==> src/rtl/viterbi_pkg.sv <==
// Shared types and constants for the K=3 Viterbi decoder control slice.
// The state enum and path-metric init values are used by viterbi_ctrl and the PM datapath.
package viterbi_pkg;

  localparam int K          = 3;
  localparam int NUM_STATES = 1 << (K - 1);
  localparam int PM_W       = 8;

  localparam logic [PM_W-1:0] PM_INIT_MAX = '1;

  typedef enum logic [2:0] {
    CLEAR = 3'd0,
    ACS   = 3'd1,
    FLUSH = 3'd2,
    TB    = 3'd3,
    DONE  = 3'd4
  } state_t;

  // Value a path metric register takes while pm_clear is high: state 0 starts as the winner.
  function automatic logic [PM_W-1:0] pm_init(input int unsigned state_idx);
    return (state_idx == 0) ? '0 : PM_INIT_MAX;
  endfunction

endpackage

==> src/rtl/viterbi_addr_cnt.sv <==
// Up/down address counter with synchronous load, count enable and terminal-count flag.
module viterbi_addr_cnt #(
  parameter int W = 5
) (
  input  logic         i_clk,
  input  logic         i_rst,
  input  logic         i_load,
  input  logic [W-1:0] i_load_val,
  input  logic         i_en,
  input  logic         i_up,
  input  logic [W-1:0] i_tc_val,
  output logic [W-1:0] o_cnt,
  output logic         o_tc
);

  logic [W-1:0] r_cnt;

  always_ff @(posedge i_clk or posedge i_rst) begin
    if (i_rst) begin
      r_cnt <= '0;
    end else if (i_load) begin
      r_cnt <= i_load_val;
    end else if (i_en) begin
      r_cnt <= i_up ? (r_cnt + W'(1)) : (r_cnt - W'(1));
    end
  end

  assign o_cnt = r_cnt;
  assign o_tc  = (r_cnt == i_tc_val);

endmodule

==> src/rtl/viterbi_ctrl.sv <==
// Frame sequencer for the rate-1/2 K=3 Viterbi decoder: symbol intake, ACS/survivor strobes, traceback.
// Optional macro VITERBI_CTRL_NORM_EN compiles in the periodic path-metric normalization strobe.
//
//   state | meaning
//   CLEAR | load initial path metrics, clear step counter (1 cycle)
//   ACS   | accept symbol pairs; one ACS update per handshake
//   FLUSH | final ACS/survivor write of the frame (1 cycle)
//   TB    | survivor reads, address FRAME_LEN-1 down to 0
//   DONE  | last decoded bit, frame_done pulse (1 cycle)
module viterbi_ctrl
  import viterbi_pkg::*;
#(
  parameter int FRAME_LEN     = 32,
  parameter int ADDR_W        = $clog2(FRAME_LEN),
  parameter int NORM_INTERVAL = 8
) (
  input  logic              i_clk,
  input  logic              i_rst,
  input  logic              i_in_valid,
  output logic              o_in_ready,
  input  logic [1:0]        i_in_pair,
  output logic [1:0]        o_bmc_pair,
  output logic              o_pm_clear,
  output logic              o_acs_en,
  output logic              o_surv_we,
  output logic [ADDR_W-1:0] o_surv_addr,
  output logic              o_tb_start,
  output logic              o_tb_rd_en,
  output logic [ADDR_W-1:0] o_tb_addr,
  output logic              o_dec_valid,
  output logic              o_dec_last,
  output logic              o_frame_done,
  output logic              o_pm_norm
);

  localparam logic [ADDR_W-1:0] LAST_STEP = ADDR_W'(FRAME_LEN - 1);

  if (FRAME_LEN < 4 || NORM_INTERVAL < 1) begin : g_param_chk
    $error("viterbi_ctrl: FRAME_LEN must be >= 4 and NORM_INTERVAL >= 1");
  end

  state_t            r_state;
  state_t            w_next;
  logic              w_hs;
  logic [ADDR_W-1:0] w_step_cnt;
  logic              w_step_tc;
  logic [ADDR_W-1:0] w_tb_cnt;
  logic              w_tb_tc;

  logic [1:0]        r_bmc_pair;
  logic              r_acs_en;
  logic [ADDR_W-1:0] r_surv_addr;
  logic              r_dec_valid;
  logic              r_dec_last;

  assign w_hs = i_in_valid & o_in_ready;

  viterbi_addr_cnt #(.W(ADDR_W)) u_step_cnt (
    .i_clk      (i_clk),
    .i_rst      (i_rst),
    .i_load     (r_state == CLEAR),
    .i_load_val ('0),
    .i_en       (w_hs & ~w_step_tc),
    .i_up       (1'b1),
    .i_tc_val   (LAST_STEP),
    .o_cnt      (w_step_cnt),
    .o_tc       (w_step_tc)
  );

  // Loaded during FLUSH so the first TB cycle already presents the last step address.
  viterbi_addr_cnt #(.W(ADDR_W)) u_tb_cnt (
    .i_clk      (i_clk),
    .i_rst      (i_rst),
    .i_load     (r_state == FLUSH),
    .i_load_val (LAST_STEP),
    .i_en       ((r_state == TB) & ~w_tb_tc),
    .i_up       (1'b0),
    .i_tc_val   ('0),
    .o_cnt      (w_tb_cnt),
    .o_tc       (w_tb_tc)
  );

  always_ff @(posedge i_clk or posedge i_rst) begin
    if (i_rst) begin
      r_state <= CLEAR;
    end else begin
      r_state <= w_next;
    end
  end

  always_comb begin
    w_next = r_state;
    case (r_state)
      CLEAR:   w_next = ACS;
      ACS:     if (w_hs && w_step_tc) w_next = FLUSH;
      FLUSH:   w_next = TB;
      TB:      if (w_tb_tc) w_next = DONE;
      DONE:    w_next = CLEAR;
      default: w_next = CLEAR;
    endcase
  end

  // pm_clear is masked by rst because the FSM already sits in CLEAR while reset is held.
  always_comb begin
    o_in_ready   = 1'b0;
    o_pm_clear   = 1'b0;
    o_tb_rd_en   = 1'b0;
    o_tb_start   = 1'b0;
    o_frame_done = 1'b0;
    case (r_state)
      CLEAR: o_pm_clear = ~i_rst;
      ACS:   o_in_ready = 1'b1;
      TB: begin
        o_tb_rd_en = 1'b1;
        o_tb_start = (w_tb_cnt == LAST_STEP);
      end
      DONE:  o_frame_done = 1'b1;
      default: ;
    endcase
  end

  always_ff @(posedge i_clk or posedge i_rst) begin
    if (i_rst) begin
      r_bmc_pair  <= '0;
      r_acs_en    <= 1'b0;
      r_surv_addr <= '0;
      r_dec_valid <= 1'b0;
      r_dec_last  <= 1'b0;
    end else begin
      r_acs_en    <= w_hs;
      r_dec_valid <= o_tb_rd_en;
      r_dec_last  <= o_tb_rd_en & w_tb_tc;
      if (w_hs) begin
        r_bmc_pair <= i_in_pair;
      end
      if (r_state == CLEAR) begin
        r_surv_addr <= '0;
      end else if (w_hs) begin
        r_surv_addr <= w_step_cnt;
      end
    end
  end

  assign o_bmc_pair  = r_bmc_pair;
  assign o_acs_en    = r_acs_en;
  assign o_surv_we   = r_acs_en;
  assign o_surv_addr = r_surv_addr;
  assign o_tb_addr   = w_tb_cnt;
  assign o_dec_valid = r_dec_valid;
  assign o_dec_last  = r_dec_last;

`ifdef VITERBI_CTRL_NORM_EN
  localparam int NORM_W = (NORM_INTERVAL > 1) ? $clog2(NORM_INTERVAL) : 1;
  localparam logic [NORM_W-1:0] NORM_LAST = NORM_W'(NORM_INTERVAL - 1);

  logic [NORM_W-1:0] r_norm_cnt;
  logic              r_pm_norm;

  // Registered from the handshake so the pulse lines up with acs_en.
  always_ff @(posedge i_clk or posedge i_rst) begin
    if (i_rst) begin
      r_norm_cnt <= '0;
      r_pm_norm  <= 1'b0;
    end else begin
      r_pm_norm <= w_hs && (r_norm_cnt == NORM_LAST);
      if (r_state == CLEAR) begin
        r_norm_cnt <= '0;
      end else if (w_hs) begin
        r_norm_cnt <= (r_norm_cnt == NORM_LAST) ? '0 : (r_norm_cnt + NORM_W'(1));
      end
    end
  end

  assign o_pm_norm = r_pm_norm;
`else
  assign o_pm_norm = 1'b0;
`endif

endmodule

==> config.mk <==
export PLATFORM = sky130hd
export DESIGN_NAME = viterbi_ctrl
export DESIGN_NICKNAME = d
export VERILOG_FILES = /design/src/rtl/viterbi_pkg.sv /design/src/rtl/viterbi_addr_cnt.sv /design/src/rtl/viterbi_ctrl.sv
export SDC_FILE = /design/constraint.sdc
export NUM_CORES = 1
export LEC_CHECK = 0
export CAP_MARGIN = 20
export CORE_ASPECT_RATIO = 1.5
export CORE_MARGIN = 2
export CORE_UTILIZATION = 30
export CTS_CLUSTER_DIAMETER = 200
export CTS_CLUSTER_SIZE = 16
export DETAILED_ROUTE_END_ITERATION = 7
export PLACE_DENSITY = 0.62
export RECOVER_POWER = 100
export SLEW_MARGIN = 0
export SYNTH_ARGS = -nofsm -noshare
export SYNTH_HDL_FRONTEND = slang
export SYNTH_SLANG_ARGS = --single-unit
==> constraint.sdc <==
create_clock -name i_clk -period 3 [get_ports i_clk]
set_input_delay 0.75 -clock i_clk [delete_from_list [all_inputs] [get_ports i_clk]]
set_output_delay 0.75 -clock i_clk [all_outputs]
set_load 0.01 [all_outputs]
# After elaboration in Yosys (flattened, before gate mapping)
# Cells that the tools add are included.
[totals]
in_bits = 5
register_bits = 23
out_inout_bits = 22
[classes]
reduce_logical = 7
n_addsub = 2
eq_ne = 8
mux = 14
n_bitwise = 7
[ops]
columns = ["op", "count"]
rows = [
  ["$mux W5", 6],
  ["$pmux W3 S4", 1],
  ["$eq A5 B5 Y1 const B", 2],
  ["$eq A3 B2 Y1 const B", 2],
  ["$mux W3", 2],
  ["$reduce_bool A2 Y1", 3],
  ["$add A5 B1 Y5 const B", 1],
  ["$logic_not A5 Y1", 1],
  ["$mux W1", 5],
  ["$sub A5 B1 Y5 const B", 1],
  ["$and A1 B1 Y1", 4],
  ["$ne A2 B2 Y1 const B", 2],
  ["$eq A3 B1 Y1 const B", 1],
  ["$eq A3 B3 Y1 const B", 1],
  ["$logic_not A3 Y1", 1],
  ["$not A1 Y1", 3],
  ["$reduce_and A2 Y1", 1],
  ["$logic_and A1 B1 Y1", 1],
]

# Longest topological paths before layout
[logic_depth]
word_depth = 6
ltp_mapped = 7

# Hierarchy
# A second synthesis with hierarchy kept.
[unflattened]
hier_cells = 159
hier_area_um2 = 1535.2
[by_module_without_submodules]
columns = ["mod", "n_inst", "cells_per_inst", "area_each_um2", "seq_area_each_um2"]
rows = [
  ["viterbi_addr_cnt", 2, 53, 466.7, 125.1],
  ["viterbi_ctrl", 1, 53, 601.8, 325.3],
]

# Worst setup path before layout
# OpenSTA, ideal clock, no wires.
[synth_timing]
kind = "flip-flop to output port"
from = "register r_state[1]"
to = "output o_pm_clear"
arrival_ns = 1.114
slack_ns = 1.136
n_path_buf = 1
stages_incl_launch_ff = 4
cell_sequence = "dfrtp_1 -> clkbuf_1 -> or3_1 -> nor2_1"
[synth_between]
elab_chain_len = 2
[synth_lines]
columns = ["item", "line_no", "text"]
rows = [
  ["start: declaration", "viterbi_ctrl.sv:42", "state_t r_state;"],
  ["start signal: assignment", "viterbi_ctrl.sv:87", "r_state <= w_next;"],
  ["$logic_not A3 Y1", "viterbi_ctrl.sv:110", "case (r_state)"],
  ["$mux W1", "viterbi_ctrl.sv:110", ""],
  ["end: declaration", "viterbi_ctrl.sv:23", "output logic o_pm_clear,"],
]
# Every way passes these cells.

# Worst setup path in the final report
[layout_timing]
from = "input i_rst"
to = "output o_pm_clear"
[layout_between]
elab_chain_len = 2
[layout_lines]
columns = ["item", "line_no", "text"]
rows = [
  ["start: declaration", "viterbi_ctrl.sv:18", "input logic i_rst,"],
  ["$not A1 Y1", "viterbi_ctrl.sv:111", "CLEAR: o_pm_clear = ~i_rst;"],
  ["$mux W1", "viterbi_ctrl.sv:110", ""],
]
# Every way passes these cells.

==> results.toml <==
[synthesis]
avgSynthCellArea_um2 = 10.5
ys_warn_count = 0
synthCells = 104
synthArstFlopShare = 1.00
syn_area_um2 = 1090
synth_nets = 113
ys_types = 32
ys_seq_elements = 23
ys_seq_area_frac = 0.529
synthFlopType = "dfrtp_1"
synth_edf_count = 0

[clocking]
tritoncts = "done"
clk_latency_ns = 0.26
clock_path_buffers = 2
cts_inserted_buffers = 3
cts.htree.levels = 1
ctsResizeCount = 0
clock-sinks = 23
cts_root_buf = "clkbuf_8"
clk_pin_slew_worst_paths_ns = 0.08
cts_setup_buffers = 0
ctsHoldBuffers = 0

[placement]
io_buffers = 25
placed_area_um2 = 1350
routabilityCongestion = 0.800
dp_hpwl_um = 1620

[sta]
worst_pin_slew_ns = 1.18
finalSetupTns_ns = 0
finalSetupViolCount = 0
finalHoldViolCount = 0
drv_slew = 0
slew_headroom = 0.214
fin_crit_ns = 2.76
fmax_mhz = 363
finalCritPeriodShare = 0.919
clock_skew_ns = 0.00337
fin_hold_ws_ns = 0.481
rsz0062_at_grt = "false"

[floorplan]
die_w_um = 53.2
initial_core_util = 0.315
die_h_um = 77.7
std_cell_rows = 26
core_area_um2 = 3450
ios = 27
die_area_um2 = 4130

[critical_path]
crit_chain = "dlygate4sd3_1, nor2_1, dlygate4sd3_1"
worstPathRequired_ns = 2.25
critical_path_arrival_ns = 2.01
path_class = "input pin to primary output"
crit_path_end_kind = "primary output"
cp_common_cell = "dlygate4sd3_1"
cp_max_fo = 2
cp_slowest_stage_delay_ns = 0.61
start_kind = "input pin"
critPathSlowestCell = "dlygate4sd3_1"

[global_route]
grt_max_degree = 24
overflow = 0
antenna_found_initial = 0
grt_pass1_vias = 828
grt.total_usage = 0.114
grt_pass1_wl_um = 3620

[pwr]
leakage_nw = 0.674
peakVddDrop_uv = 206
powerDensity_nw_per_um2 = 576

[cells_and_area]
design_area_um2 = 1390
synthToLayoutAreaGrowth_pct = 27.4
drive_gt1_frac = 0.0317
n_antenna_cell = 0
nets = 136
fillCellCount = 371
final_util = 0.402

[worst_hold_path]
hold_path.class = "register to register"

[routing]
vias = 839
wl_per_cell_um = 12.8
drtPass1Iterations = 4
ant_nets = 0
wirelength_um = 2160
route.detailed.drc = 0
vias_per_cell = 4.99
drt-initial-drc-count = 11

[outcome]
status = "finished, final reports clean"

[job]
drv_cap = 0
[power by group]
group          switching, W  internal [W]
registers         0.0000499      0.000372
logic             0.0000853      0.000104
clock network     0.0000940     0.0000925
[synthesized netlist by cell type, types with 2 or more instances]
library cell | instances | area [µm²]
buf_4 | 2 | 15.0
o31ai_1 | 4 | 30.0
dfrtp_1 | 23 | 576
clkbuf_1 | 2 | 7.51
a22o_1 | 5 | 43.8
nand2_1 | 10 | 37.5
nor3b_1 | 2 | 15.0
nand3_1 | 2 | 10.0
nor2_1 | 5 | 18.8
a21oi_1 | 4 | 20.0
nand2b_1 | 2 | 12.5
buf_2 | 3 | 15.0
ha_1 | 4 | 50.1
and3_1 | 3 | 18.8
or3_1 | 2 | 12.5
nand3b_1 | 4 | 30.0
o21ai_0 | 8 | 40.0
inv_1 | 5 | 18.8
[cells in the final DEF (no fill, tap or decap)]
cell / Yosys / final
dlygate4sd3_1: 0 / 23
dfrtp_1: 23 / 23
nand2_1: 10 / 10
o21ai_0: 8 / 8
inv_1: 5 / 5
nor2_1: 5 / 5
a22o_1: 5 / 5
nand3b_1: 4 / 4
a21oi_1: 4 / 4
o31ai_1: 4 / 4
ha_1: 4 / 4
and3_1: 3 / 3
clkbuf_8: 0 / 3
nand2b_1: 2 / 2
or3_1: 2 / 2
nor3b_1: 2 / 2
nand3_1: 2 / 2
clkdlybuf4s50_1: 0 / 2
nand4bb_1: 1 / 1
nor3_1: 1 / 1
nor4b_1: 0 / 1
a21o_1: 1 / 1
a22oi_1: 1 / 1
nor2b_1: 1 / 1
o31a_1: 1 / 1
nand4_1: 1 / 1
o211ai_1: 1 / 1
mux2i_1: 1 / 1
or4_1: 1 / 1
a311oi_1: 1 / 1
conb_1: 1 / 1
clkinv_2: 0 / 1
clkbuf_1: 2 / 1
[through the flow]
step | cells | worst slack, ns | total power [W]
finish | 168 | 0.243 | 0.000798
floorplan | 104 | 1.14 | 0.000537
global route | 168 | 0.204 | 0.000849
detailed placement | 164 | 0.426 | 0.000637
CTS | 168 | 0.365 | 0.000825
global placement | 164 | 0.438 | 0.000625
[critical path, delay by kind of cell]
| family | cells | cell delay (ns) |
|---|---|---|
| and+or+nand+nor | 1 | 0.10 |
| buffers and inverters | 2 | 1.16 |
[worst paths after layout]
path / cells past startpoint / startpoint / slack (ns) / endpoint
max: 3 / i_rst / 0.24 / o_pm_clear
min: 2 / o_bmc_pair[0]$_DFFE_PP0P_ / 0.48 / o_bmc_pair[0]$_DFFE_PP0P_
min reg2reg: 2 / o_bmc_pair[0]$_DFFE_PP0P_ / 0.48 / o_bmc_pair[0]$_DFFE_PP0P_
max in group asynchronous: 3 / i_rst / 0.97 / o_surv_addr[1]$_DFFE_PP0P_
min in group asynchronous: 3 / i_rst / 1.33 / r_state[2]$_DFFE_PP0P_
max reg2reg: 5 / u_tb_cnt.o_cnt[1]$_DFFE_PP0P_ / 0.86 / u_tb_cnt.o_cnt[2]$_DFFE_PP0P_
[kinds of logic after synthesis]
| logic type | Yosys count | synth area share |
|---|---|---|
| other | 1 | 0.00345 |
| DFF | 23 | 0.529 |
| buffers and inverters | 13 | 0.0621 |
| adders and majority gates | 4 | 0.0460 |
| and+or+nand+nor | 36 | 0.190 |
| AOI/OAI and AO/OA | 26 | 0.160 |
| muxes | 1 | 0.00921 |
[flip-flops by register name, indices dropped and copies added, names as in the netlist]
register and flops:
u_tb_cnt.o_cnt 5, o_dec_valid 1, o_acs_en 1, o_dec_last 1, o_bmc_pair 2, o_surv_addr 5
r_state 3, u_step_cnt.o_cnt 5
[layer usage]
| metal | GRT usage | share of wire |
|---|---|---|
| met5 | 0 | 0 |
| met4 | 0.0487 | 0.0056 |
| met3 | 0.0212 | 0.054 |
| met2 | 0.188 | 0.52 |
| met1 | 0.141 | 0.43 |
[cell type report]
class / count / area [µm²] / share of cell area
clock inverter: 1 / 5.00 / 0.00361
timing repair buffer: 26 / 254 / 0.183
inverter: 5 / 18.8 / 0.0136
sequential: 23 / 576 / 0.416
clock buffer: 3 / 41.3 / 0.0298
tap: 42 / 52.6 / 0.0379
multi-input combinational: 68 / 438 / 0.316
(Power assumes the default switching activity.)
